$ cat config.mk
export PLATFORM = sky130hd
export DESIGN_NAME = pipeline_reg_stage_gen
export DESIGN_NICKNAME = d
export VERILOG_FILES = /design/src/rtl/pipeline_reg_stage_gen.sv
export SDC_FILE = /design/constraint.sdc
export NUM_CORES = 1
export LEC_CHECK = 0
export ABC_AREA = 1
export BUFFER_PORTS_ARGS = -buffer_cell sky130_fd_sc_hd__buf_2
export CAP_MARGIN = 40
export CORE_MARGIN = 3
export CORE_UTILIZATION = 45
export CTS_CLUSTER_DIAMETER = 100
export CTS_CLUSTER_SIZE = 24
export DETAILED_ROUTE_END_ITERATION = 16
export PLACE_DENSITY_LB_ADDON = 0.2
export REMOVE_ABC_BUFFERS = 1
export SLEW_MARGIN = 10
export SYNTH_ARGS = -nofsm -noshare
export SYNTH_HDL_FRONTEND = slang
export SYNTH_SLANG_ARGS = --single-unit
$ cat constraint.sdc
create_clock -name clk -period 2.66 [get_ports clk]
set_clock_uncertainty 0.2 [all_clocks]
set_input_delay 0.266 -clock clk [delete_from_list [all_inputs] [get_ports clk]]
set_output_delay 0.266 -clock clk [all_outputs]
set_load 0.01 [all_outputs]
$ cat src/rtl/pipeline_reg_stage_gen.sv
// Parametrised inter-stage pipeline register: DEPTH stages of valid/control/payload with
// stall, flush, control squash for invalid entries and saturating debug counters.
module pipeline_reg_stage_gen #(
    parameter int DATA_W   = 32,
    parameter int CTRL_W   = 8,
    parameter int DEPTH    = 1,
    parameter bit CLR_DATA = 1'b1
) (
    input  logic              clk,
    input  logic              reset,
    input  logic              EN,
    input  logic              CLR,
    input  logic              VALIDD,
    input  logic [DATA_W-1:0] DATAD,
    input  logic [CTRL_W-1:0] CTRLD,
    output logic              VALIDE,
    output logic [DATA_W-1:0] DATAE,
    output logic [CTRL_W-1:0] CTRLE,
    output logic [2:0]        OCC,
    output logic [15:0]       BUBBLE_CNT,
    output logic [15:0]       FLUSH_CNT
);

    generate
        if (DEPTH < 1 || DEPTH > 4) begin : g_depth_chk
            $error("pipeline_reg_stage_gen: DEPTH must be within 1..4");
        end
    endgenerate

    function automatic logic [2:0] pop_count(input logic [DEPTH-1:0] v);
        logic [2:0] n;
        n = 3'd0;
        for (int i = 0; i < DEPTH; i++) begin
            n = n + {2'b00, v[i]};
        end
        return n;
    endfunction

    function automatic logic [15:0] sat_inc(input logic [15:0] c);
        return (c == 16'hFFFF) ? c : c + 16'd1;
    endfunction

    logic [DEPTH-1:0]             r_valid;
    logic [DEPTH-1:0][CTRL_W-1:0] r_ctrl;
    logic [DEPTH-1:0][DATA_W-1:0] r_data;
    logic [2:0]                   r_occ;
    logic [15:0]                  r_bubble_cnt;
    logic [15:0]                  r_flush_cnt;

    logic [DEPTH-1:0]             w_valid_nxt;
    logic [DEPTH-1:0][CTRL_W-1:0] w_ctrl_nxt;
    logic [DEPTH-1:0][DATA_W-1:0] w_data_nxt;
    logic [DEPTH-1:0][DATA_W-1:0] w_data_shift;

    // Payload as it would look after one advance; shared by advance and data-preserving flush.
    always_comb begin
        w_data_shift    = r_data;
        w_data_shift[0] = DATAD;
        for (int k = 1; k < DEPTH; k++) begin
            w_data_shift[k] = r_data[k-1];
        end
    end

    // Next stage contents: flush beats stall, stall holds, advance shifts with control squash.
    always_comb begin
        w_valid_nxt = r_valid;
        w_ctrl_nxt  = r_ctrl;
        w_data_nxt  = r_data;
        if (CLR) begin
            w_valid_nxt = '0;
            w_ctrl_nxt  = '0;
            if (CLR_DATA) begin
                w_data_nxt = '0;
            end else begin
                w_data_nxt = w_data_shift;
            end
        end else if (EN) begin
            w_valid_nxt[0] = VALIDD;
            w_ctrl_nxt[0]  = VALIDD ? CTRLD : '0;
            w_data_nxt     = w_data_shift;
            for (int k = 1; k < DEPTH; k++) begin
                w_valid_nxt[k] = r_valid[k-1];
                w_ctrl_nxt[k]  = r_ctrl[k-1];
            end
        end else begin
            w_valid_nxt = r_valid;
            w_ctrl_nxt  = r_ctrl;
            w_data_nxt  = r_data;
        end
    end

    // Stage registers, occupancy and debug counters; OCC tracks the updated valid bits.
    always_ff @(posedge clk) begin
        if (!reset) begin
            r_valid      <= '0;
            r_ctrl       <= '0;
            r_data       <= '0;
            r_occ        <= 3'd0;
            r_bubble_cnt <= 16'd0;
            r_flush_cnt  <= 16'd0;
        end else begin
            r_valid <= w_valid_nxt;
            r_ctrl  <= w_ctrl_nxt;
            r_data  <= w_data_nxt;
            r_occ   <= pop_count(w_valid_nxt);
            if (CLR) begin
                r_flush_cnt <= sat_inc(r_flush_cnt);
            end else begin
                r_flush_cnt <= r_flush_cnt;
            end
            if (!w_valid_nxt[DEPTH-1]) begin
                r_bubble_cnt <= sat_inc(r_bubble_cnt);
            end else begin
                r_bubble_cnt <= r_bubble_cnt;
            end
        end
    end

    assign VALIDE     = r_valid[DEPTH-1];
    assign CTRLE      = r_ctrl[DEPTH-1];
    assign DATAE      = r_data[DEPTH-1];
    assign OCC        = r_occ;
    assign BUBBLE_CNT = r_bubble_cnt;
    assign FLUSH_CNT  = r_flush_cnt;

endmodule

==> results of run 1 <==
[power by group]
group | internal (uW) | switching, uW
registers | 1120 | 27.1
logic | 123 | 141
clock network | 625 | 417
total | 1870 | 585
[layout by cell type (no fill, tap or decap)]
master / count
clkinv_2: 2
nor2_2: 3
nand2_4: 1
ha_1: 2
nor3_1: 4
nand2_1: 172
nand3b_1: 1
nor2_4: 2
clkbuf_8: 9
dfxtp_1: 73
buf_4: 4
nor2_1: 73
conb_1: 2
buf_2: 118
inv_6: 1
xor2_1: 3
nand4_1: 6
o21ai_0: 9
bufinv_16: 3
dlygate4sd3_1: 39
o21ai_4: 1
a21oi_1: 58
clkinv_4: 1
and2_1: 1
inv_1: 34
nand3_1: 32
nand2_2: 1
inv_2: 2
nand3_2: 2
[timing repair]
action / CTS / global route
endpoints found under the setup margin: 0 / 0
hold endpoints to repair: 39 / 0
hold buffers: 39 / 0
[metal layers]
metal / global-route usage / up-vias
met3: 0.0536 / 16
met5: 0 / -
met4: 0.0903 / 0
li1: - / 1883
met2: 0.363 / 141
met1: 0.289 / 1653
[stage by stage]
step / hold slack [ps] / setup WS [ps] / util
2_1_floorplan: 186 / 890 / -
3_3_place_gp: 244 / 786 / 0.567
3_5_place_dp: 249 / 708 / 0.567
4_1_cts: 4.15 / 689 / 0.657
5_1_grt: 5.30 / 540 / 0.657
6_report: 16.4 / 695 / 0.657
[cell type report]
class	count	area share
tap	96	0.0261
inverter	36	0.0293
sequential	73	0.317
multi-input combinational	373	0.356
clock buffer	9	0.0269
clock inverter	7	0.0255
timing repair buffer	161	0.219
[sequential cells by signal, summed over array words and instances, names as in the netlist]
signal,flops
OCC,1
DATAE,32
CTRLE,8
FLUSH_CNT,16
BUBBLE_CNT,16
[path summary, 6_finish.rpt]
path	endpoint	slack, ps	start
hold reg to reg	DATAE[6]	260	DATAE[6]
hold / removal	CTRLE[7]	20	CTRLD[7]
setup reg to reg	BUBBLE_CNT[13]	700	BUBBLE_CNT[0]
setup / recovery	BUBBLE_CNT[13]	700	BUBBLE_CNT[0]
[cell families (layout without fill, tap and decap cells)]
kind of cell | Yosys count | in the layout | share of synthesized area
simple gates | 298 | 298 | 0.366
flops | 73 | 73 | 0.435
other cells | 1 | 2 | 0.00112
buf+inv | 59 | 213 | 0.0775
fa+ha+maj | 2 | 2 | 0.00745
xor+xnor | 3 | 3 | 0.00783
compound gates | 68 | 68 | 0.105
[critical path: cells and delay by family (launching register included)]
kind            cells  cell delay (ps)
fa+ha+maj           1              220
compound gates      1              440
flops               1              390
simple gates        6              600
==> impl_metrics.env, run 1 <==
export IMPL_rsz0062_at_grt="false"
export IMPL_grt_max_degree=41
export IMPL_status="complete, no violations"
export IMPL_drv_cap=0
export IMPL_wirelength_mm=9.63
export IMPL_finalPower_uw=2460
export IMPL_start_util=0.478
export IMPL_drt_initial_drc_count=132
export IMPL_vias=3693
export IMPL_critPathMaxFanout=20
export IMPL_period_needed_ps=1960
export IMPL_leakage_uw=0.00222
export IMPL_synth_area_leaders="dfxtp_1 (44%), nand2_1 (19%), a21oi_1 (8.6%)"
export IMPL_startpoint_type="register"
export IMPL_synth_top_cells_by_count="nand2_1 (172), dfxtp_1 (73), nor2_1 (73), a21oi_1 (58), inv_1 (34)"
export IMPL_place_area_um2=3980
export IMPL_cts_resized=0
export IMPL_vias_per_cell=4.89
export IMPL_yosysSeqAreaShare=0.435
export IMPL_worstPathRequired_ps=2700
export IMPL_yosys_warnings=0
export IMPL_io_buffers=118
export IMPL_cts_root_buf="clkbuf_8"
export IMPL_tightest_slew_ps=511
export IMPL_wl_met1_mm=4.20
export IMPL_setup_viol=0
export IMPL_fin_crit_sh=0.739
export IMPL_drc=0
export IMPL_grt_pass1_wl_mm=15.8
export IMPL_die_x_um=92.4
export IMPL_stdcell_area_um2=4610
export IMPL_cpMostUsedCell="nand2_1"
export IMPL_hold_viol_final=0
export IMPL_dp_cells=700
export IMPL_diodes=0
export IMPL_worstSetupPathType="reg2reg"
export IMPL_die_area_um2=8530
export IMPL_grt_pass1_vias=3417
export IMPL_dr_pass1_iters=5
export IMPL_ys_types=26
export IMPL_syn_area_per_cell_um2=6.66
export IMPL_drive_above_1_share=0.228
export IMPL_core_area_um2=7020
export IMPL_top_layer_used="met4"
export IMPL_cp_end_kind="register"
export IMPL_wl_met2_mm=4.44
export IMPL_grtUsageTotal=0.225
export IMPL_cts_tree="done"
export IMPL_slew_limit_headroom=0.658
export IMPL_h_tree_depth=3
export IMPL_nNetsFinal=701
export IMPL_num_fill_cells=611
export IMPL_wl_met3_um=827
export IMPL_slowest_stage="o21ai_4"
export IMPL_min_delay_path_class="in2reg"
export IMPL_cts_clk_slew_worst_paths_ps=80
export IMPL_yosysMostFrequentCell="nand2_1"
export IMPL_setup_tns_ps=0
export IMPL_synth_area_um2=3360
export IMPL_postRouteAntennaNets=0
export IMPL_globalplace_congestion=0.832
export IMPL_stdcell_count=755
export IMPL_io_pins=121
export IMPL_power_density_nw_per_um2=533
export IMPL_arrival_ps=2000
export IMPL_holdPathStages=3
export IMPL_rows=30
export IMPL_cp_cell_sequence="ha_1, nand2_1, nor2_4, nand2_4, o21ai_4, nand2_1, nand2_1, nor2_1"
export IMPL_cts_sinks=73
export IMPL_hpwl_mm=6.21
export IMPL_yosys_most_used_dff="dfxtp_1"
export IMPL_max_stage_delay_ps=440
export IMPL_syn_to_final_growth_pct=37.3
export IMPL_reg2reg_depth=8
export IMPL_antenna_found_initial=0
export IMPL_max_freq_ghz=0.509
export IMPL_clockBufferDepth=2
export IMPL_die_h_um=92.4
export IMPL_syn_inst=504
export IMPL_cts_inserted_buffers=9
export IMPL_slew_viol_final=0
export IMPL_clock_latency_ps=340
export IMPL_wl_per_cell_um=12.7
export IMPL_seq_area_um2=1460
export IMPL_synthArstFlopShare=0
export IMPL_yosysTopAreaCell="dfxtp_1"
export IMPL_post_cts_buffers=0
export IMPL_synth_edf_count=0
export IMPL_synth_seq_cells=73
export IMPL_multiInputGateArea_um2=1640
export IMPL_synth_top_area_share=0.435
export IMPL_grt_overflow=0
export IMPL_max_vdd_ir_drop_uv=277
(Power assumes the default switching activity.)
==> inputs of run 2 (changes only) <==
Settings changed: ABC_AREA 1 to 0, CORE_UTILIZATION 45 to 44.
Clock period 2.66 ns to 1.6 ns, I/O delays scaled along.
==> impl_metrics.env, run 2 <==
export IMPL_arrival_ps=1860
export IMPL_max_freq_ghz=0.556
export IMPL_cts_root_buf="clkbuf_8"
export IMPL_largest_register_ffs=32
export IMPL_synth_area_leaders="dfxtp_1 (46%), mux2i_1 (13%), nor2_1 (5.6%)"
export IMPL_final_setup_worst_slack_ps=-199
export IMPL_num_fill_cells=462
export IMPL_cts_clk_slew_worst_paths_ps=80
export IMPL_wirelength_mm=10.8
export IMPL_cp_end_kind="register"
export IMPL_critPathMaxFanout=3
export IMPL_worstSetupPathType="reg2reg"
export IMPL_fin_crit_sh=1.12
export IMPL_yosysTopAreaCell="dfxtp_1"
export IMPL_cts_tree="done"
export IMPL_clockBufferDepth=2
export IMPL_grtUsageTotal=0.251
export IMPL_synth_edf_count=0
export IMPL_drive_above_1_share=0.493
export IMPL_synth_seq_cells=73
export IMPL_drc=0
export IMPL_drt_initial_drc_count=137
export IMPL_r2r_start="FLUSH_CNT[1]"
export IMPL_rrSetupSlack_ps=-200
export IMPL_drv_cap=0
export IMPL_synth_area_um2=3170
export IMPL_setup_viol=25
export IMPL_die_area_um2=8250
export IMPL_synth_top_area_share=0.461
export IMPL_globalplace_congestion=0.828
export IMPL_max_vdd_ir_drop_uv=359
export IMPL_hold_viol_final=0
export IMPL_stdcell_count=686
export IMPL_synthArstFlopShare=0
export IMPL_slew_viol_final=0
export IMPL_postRouteAntennaNets=0
export IMPL_antenna_found_initial=0
export IMPL_layout_commonest_cell="buf_2"
export IMPL_grt_pass1_vias=3507
export IMPL_pre_cts_ws_ps=-233
export IMPL_violations="negative setup slack"
export IMPL_start_util=0.461
export IMPL_cts_sinks=73
export IMPL_io_pins=121
export IMPL_reg2reg_depth=5
export IMPL_period_needed_ps=1800
export IMPL_whs_endpoint="FLUSH_CNT[4]"
export IMPL_yosys_most_used_dff="dfxtp_1"
export IMPL_clock_latency_ps=340
export IMPL_wl_per_cell_um=15.8
export IMPL_syn_area_per_cell_um2=9.35
export IMPL_cts_inserted_buffers=9
export IMPL_setup_tns_ps=-2190
export IMPL_startpoint_type="register"
export IMPL_syn_to_final_growth_pct=72.3
export IMPL_yosys_warnings=0
export IMPL_multiInputGateArea_um2=1850
export IMPL_grt_pass1_wl_mm=17.0
export IMPL_timing_rr_end="FLUSH_CNT[14]"
export IMPL_ys_types=46
export IMPL_hold_start="CLR"
export IMPL_io_buffers=118
export IMPL_min_delay_path_class="in2reg"
export IMPL_hpwl_mm=6.15
export IMPL_core_area_um2=6870
export IMPL_nNetsFinal=632
export IMPL_leakage_uw=0.00257
export IMPL_hold_ws_ps=93.4
export IMPL_syn_inst=339
export IMPL_rows=30
export IMPL_diodes=0
export IMPL_worstPathRequired_ps=1660
export IMPL_rsz0062_at_grt="true"
export IMPL_h_tree_depth=3
export IMPL_synth_top_cells_by_count="dfxtp_1 (73), nor2_1 (47), mux2i_1 (41), a21oi_1 (21), nand2_1 (20)"
export IMPL_yosysMostFrequentCell="dfxtp_1"
export IMPL_die_h_um=90.9
export IMPL_vias=3555
export IMPL_layout_cells_most_common_list="buf_2 (119), buf_4 (75), dfxtp_1 (54)"
export IMPL_holdPathStages=3
export IMPL_seq_area_um2=1500
export IMPL_power_density_nw_per_um2=704
export IMPL_status="complete, but fails checks"
export IMPL_yosysSeqAreaShare=0.461
export IMPL_dp_cells=601
export IMPL_die_x_um=90.9
export IMPL_grt_max_degree=42
export IMPL_vias_per_cell=5.18
export IMPL_grt_overflow=0
export IMPL_dr_pass1_iters=4
[run 2: cell count changes after synthesis, moves of 8 or more]
cell | previous run | this run
nor2_1 | 73 | 47
nand2_1 | 172 | 20
a21oi_1 | 58 | 21
nor2b_1 | 0 | 8
nand3_1 | 32 | 10
mux2i_1 | 0 | 41
inv_1 | 34 | 3
nand2b_1 | 0 | 8
[run 2: how the worst max path moves through the flow]
| stage | startpoint | endpoint | slack, ps | depth (start not counted) |
|---|---|---|---|---|
| floorplan | FLUSH_CNT[0] | FLUSH_CNT[6] | -570 | 5 |
| global placement | FLUSH_CNT[0] | FLUSH_CNT[0] | -170 | 6 |
| detailed placement | FLUSH_CNT[0] | FLUSH_CNT[0] | -230 | 6 |
| CTS | FLUSH_CNT[1] | FLUSH_CNT[14] | -130 | 5 |
| global route | BUBBLE_CNT[1] | BUBBLE_CNT[15] | -260 | 5 |
| finish | FLUSH_CNT[1] | FLUSH_CNT[14] | -200 | 5 |
[run 2: cell families after synthesis]
logic type	count (synthesis)	share of synthesized area
muxes	42	0.137
xor gates and xnor gates	2	0.00553
AOI/OAI and AO/OA	60	0.132
other	1	0.00118
buffers and inverters	23	0.0348
and+or+nand+nor	136	0.221
adders and majority gates	2	0.00790
DFF	73	0.461
[run 2: worst max-delay path: stages (launching register included)]
cell      delay [ps]
dfxtp_2          360
ha_4             160
and4_4           210
o211ai_1         120
or4_1            530
a21oi_1          150
[run 2: per-layer routing]
metal,part of all wire,up-vias,track usage
li1,-,1704,-
met1,0.43,1696,0.313
met2,0.49,137,0.422
met3,0.068,18,0.0575
met4,0.017,0,0.0955
met5,0,-,0
[run 2: layout make-up]
| type | count | area share |
|---|---|---|
| Sequential cell | 73 | 0.274 |
| Timing Repair Buffer | 253 | 0.326 |
| Multi-Input combinational cell | 244 | 0.339 |
| Clock buffer | 10 | 0.0234 |
| Tap cell | 96 | 0.0220 |
| Clock inverter | 6 | 0.0126 |
| Inverter | 4 | 0.00275 |
[run 2: through the flow]
| stage | power [uW] | area (um^2) | util |
|---|---|---|---|
| 3_5_place_dp | 2300 | 4300 | 0.625 |
| 5_1_grt | 4030 | 5460 | 0.795 |
| 2_1_floorplan | 2080 | 3080 | - |
| 4_1_cts | 3850 | 5270 | 0.767 |
| 3_3_place_gp | 2290 | 4300 | 0.625 |
| 6_report | 3840 | 5460 | 0.795 |
[run 2: repair_timing]
action                                  CTS  global route
pin swaps                                39            17
setup buffers                            21             9
hold endpoints to repair                 40             0
hold buffers                             40             0
endpoints found under the setup margin   32            32
gates resized for setup                  66            33
cloned                                    1             0
[run 2: report_power, final]
part	total, uW	switching [uW]	internal [uW]
combinational	513	235	278
sequential	1890	32.5	1860
clock	1440	712	727
==> inputs of run 3 (changes only) <==
Settings changed: CORE_UTILIZATION 44 to 45.
Clock period 1.6 ns to 1.8 ns, I/O delays scaled along.
==> impl_metrics.env, run 3 (synthesis results as in run 2) <==
export IMPL_setup_viol=7
export IMPL_wirelength_mm=9.99
export IMPL_drt_initial_drc_count=118
export IMPL_vias=3365
export IMPL_start_util=0.482
export IMPL_stdcell_area_um2=4910
export IMPL_slew_limit_headroom=0.592
export IMPL_arrival_ps=1930
export IMPL_worstPathRequired_ps=1840
export IMPL_status="complete, but fails checks"
export IMPL_io_buffers=118
export IMPL_io_pins=121
export IMPL_violations="negative setup slack"
export IMPL_cts_tree="done"
export IMPL_grtUsageTotal=0.244
export IMPL_cts_sinks=73
export IMPL_max_freq_ghz=0.527
export IMPL_postRouteAntennaNets=0
export IMPL_grt_pass1_wl_mm=16.4
export IMPL_stdcell_count=636
export IMPL_dr_pass1_iters=4
export IMPL_place_area_um2=4080
export IMPL_timing_rr_end="FLUSH_CNT[0]"
export IMPL_cts_clk_slew_worst_paths_ps=90
export IMPL_cts_root_buf="clkbuf_8"
export IMPL_hold_viol_final=0
export IMPL_rows=29
export IMPL_globalplace_congestion=0.827
export IMPL_tightest_slew_ps=613
export IMPL_h_tree_depth=3
export IMPL_worstSetupPathType="reg2reg"
export IMPL_startpoint_type="register"
export IMPL_syn_to_final_growth_pct=55.0
export IMPL_clock_latency_ps=350
export IMPL_cp_end_kind="register"
export IMPL_endpoint="FLUSH_CNT[0]"
export IMPL_vias_per_cell=5.29
export IMPL_reg2reg_depth=6
export IMPL_cts_inserted_buffers=9
export IMPL_die_h_um=89.9
export IMPL_critPathMaxFanout=6
export IMPL_rrSetupSlack_ps=-100
export IMPL_wl_per_cell_um=15.7
export IMPL_min_delay_path_class="in2reg"
export IMPL_nNetsFinal=585
export IMPL_startpoint="FLUSH_CNT[1]"
export IMPL_largest_register_ffs=32
export IMPL_grt_overflow=0
export IMPL_grt_max_degree=42
export IMPL_diodes=0
export IMPL_drc=0
export IMPL_die_x_um=89.9
export IMPL_period_needed_ps=1900
export IMPL_layout_commonest_cell="buf_2"
export IMPL_antenna_found_initial=0
export IMPL_die_area_um2=8080
export IMPL_num_fill_cells=485
export IMPL_grt_pass1_vias=3313
export IMPL_hpwl_mm=6.07
export IMPL_drv_cap=0
export IMPL_core_area_um2=6570
export IMPL_fin_crit_sh=1.05
export IMPL_power_density_nw_per_um2=725
export IMPL_leakage_uw=0.00225
export IMPL_final_setup_worst_slack_ps=-97.9
export IMPL_r2r_start="FLUSH_CNT[1]"
export IMPL_max_vdd_ir_drop_uv=497
export IMPL_drive_above_1_share=0.392
export IMPL_layout_cells_most_common_list="buf_2 (119), dfxtp_1 (66), nor2_1 (47)"
export IMPL_clockBufferDepth=2
export IMPL_slew_viol_final=0
export IMPL_holdPathStages=2
export IMPL_dp_cells=570
export IMPL_rsz0062_at_grt="true"
run 3: cell types whose count changed in the layout (fill, tap and decap cells not counted), moves of 3 or more:
cell,before,now
buf_6,18,0
o21ai_2,3,0
dfxtp_2,15,7
dfxtp_4,4,0
nor3_1,2,5
dfxtp_1,54,66
buf_4,75,44
nor3_4,3,0
run 3: layer usage:
metal	vias up	GRT usage	wire, um
li1	1613	-	-
met3	18	0.0743	822
met4	0	0.0816	188
met1	1578	0.294	4130
met2	156	0.417	4850
met5	-	0	0
run 3: power by group:
part | switching [uW] | leakage (uW) | internal [uW]
Sequential | 26.0 | 0.000596 | 1650
Clock | 663 | 0.000108 | 794
Combinational | 204 | 0.00155 | 221
Total | 893 | 0.00225 | 2670
run 3: worst max-delay path, stage by stage, from the launching register on:
cell,delay (ps)
dfxtp_2,370
ha_4,150
nand4_1,190
o41ai_2,450
buf_4,210
xor2_1,160
nor2_1,60
run 3: area by class of cell:
| class | instances | area [um^2] | share of cell area |
|---|---|---|---|
| Sequential cell | 73 | 1470 | 0.299 |
| Multi-Input combinational cell | 244 | 1720 | 0.349 |
| Clock buffer | 9 | 124 | 0.0252 |
| Clock inverter | 7 | 104 | 0.0211 |
| Timing Repair Buffer | 206 | 1370 | 0.278 |
| Inverter | 4 | 15.0 | 0.00306 |
| Tap cell | 93 | 116 | 0.0237 |
run 3: how the worst min path moves through the flow:
stage	slack (ps)	from	endpoint
floorplan	100	reset	BUBBLE_CNT[14]
global placement	210	CTRLD[0]	CTRLE[0]
detailed placement	220	CTRLD[0]	CTRLE[0]
CTS	7	reset	BUBBLE_CNT[10]
global route	10	reset	BUBBLE_CNT[10]
finish	20	reset	BUBBLE_CNT[10]
run 3: repair_timing:
action | CTS | global route
cloned | 1 | 0
resized for setup | 3 | 34
pin swaps | 1 | 13
hold buffers | 42 | 0
setup buffers | 0 | 8
setup endpoints to repair | 7 | 28
hold endpoints to repair | 42 | 0
run 3: stage by stage:
step | setup slack (ps) | utilization | hold slack, ps | total power (uW) | setup TNS, ps
finish | -97.9 | 0.748 | 18.2 | 3560 | -395
CTS | -4.58 | 0.722 | 7.33 | 3550 | -4.58
global placement | 54.0 | 0.621 | 209 | 2030 | 0
global route | -190 | 0.748 | 14.6 | 3710 | -1290
detailed placement | -11.4 | 0.621 | 217 | 2040 | -17.2
floorplan | -369 | - | 97.7 | 1850 | -2310
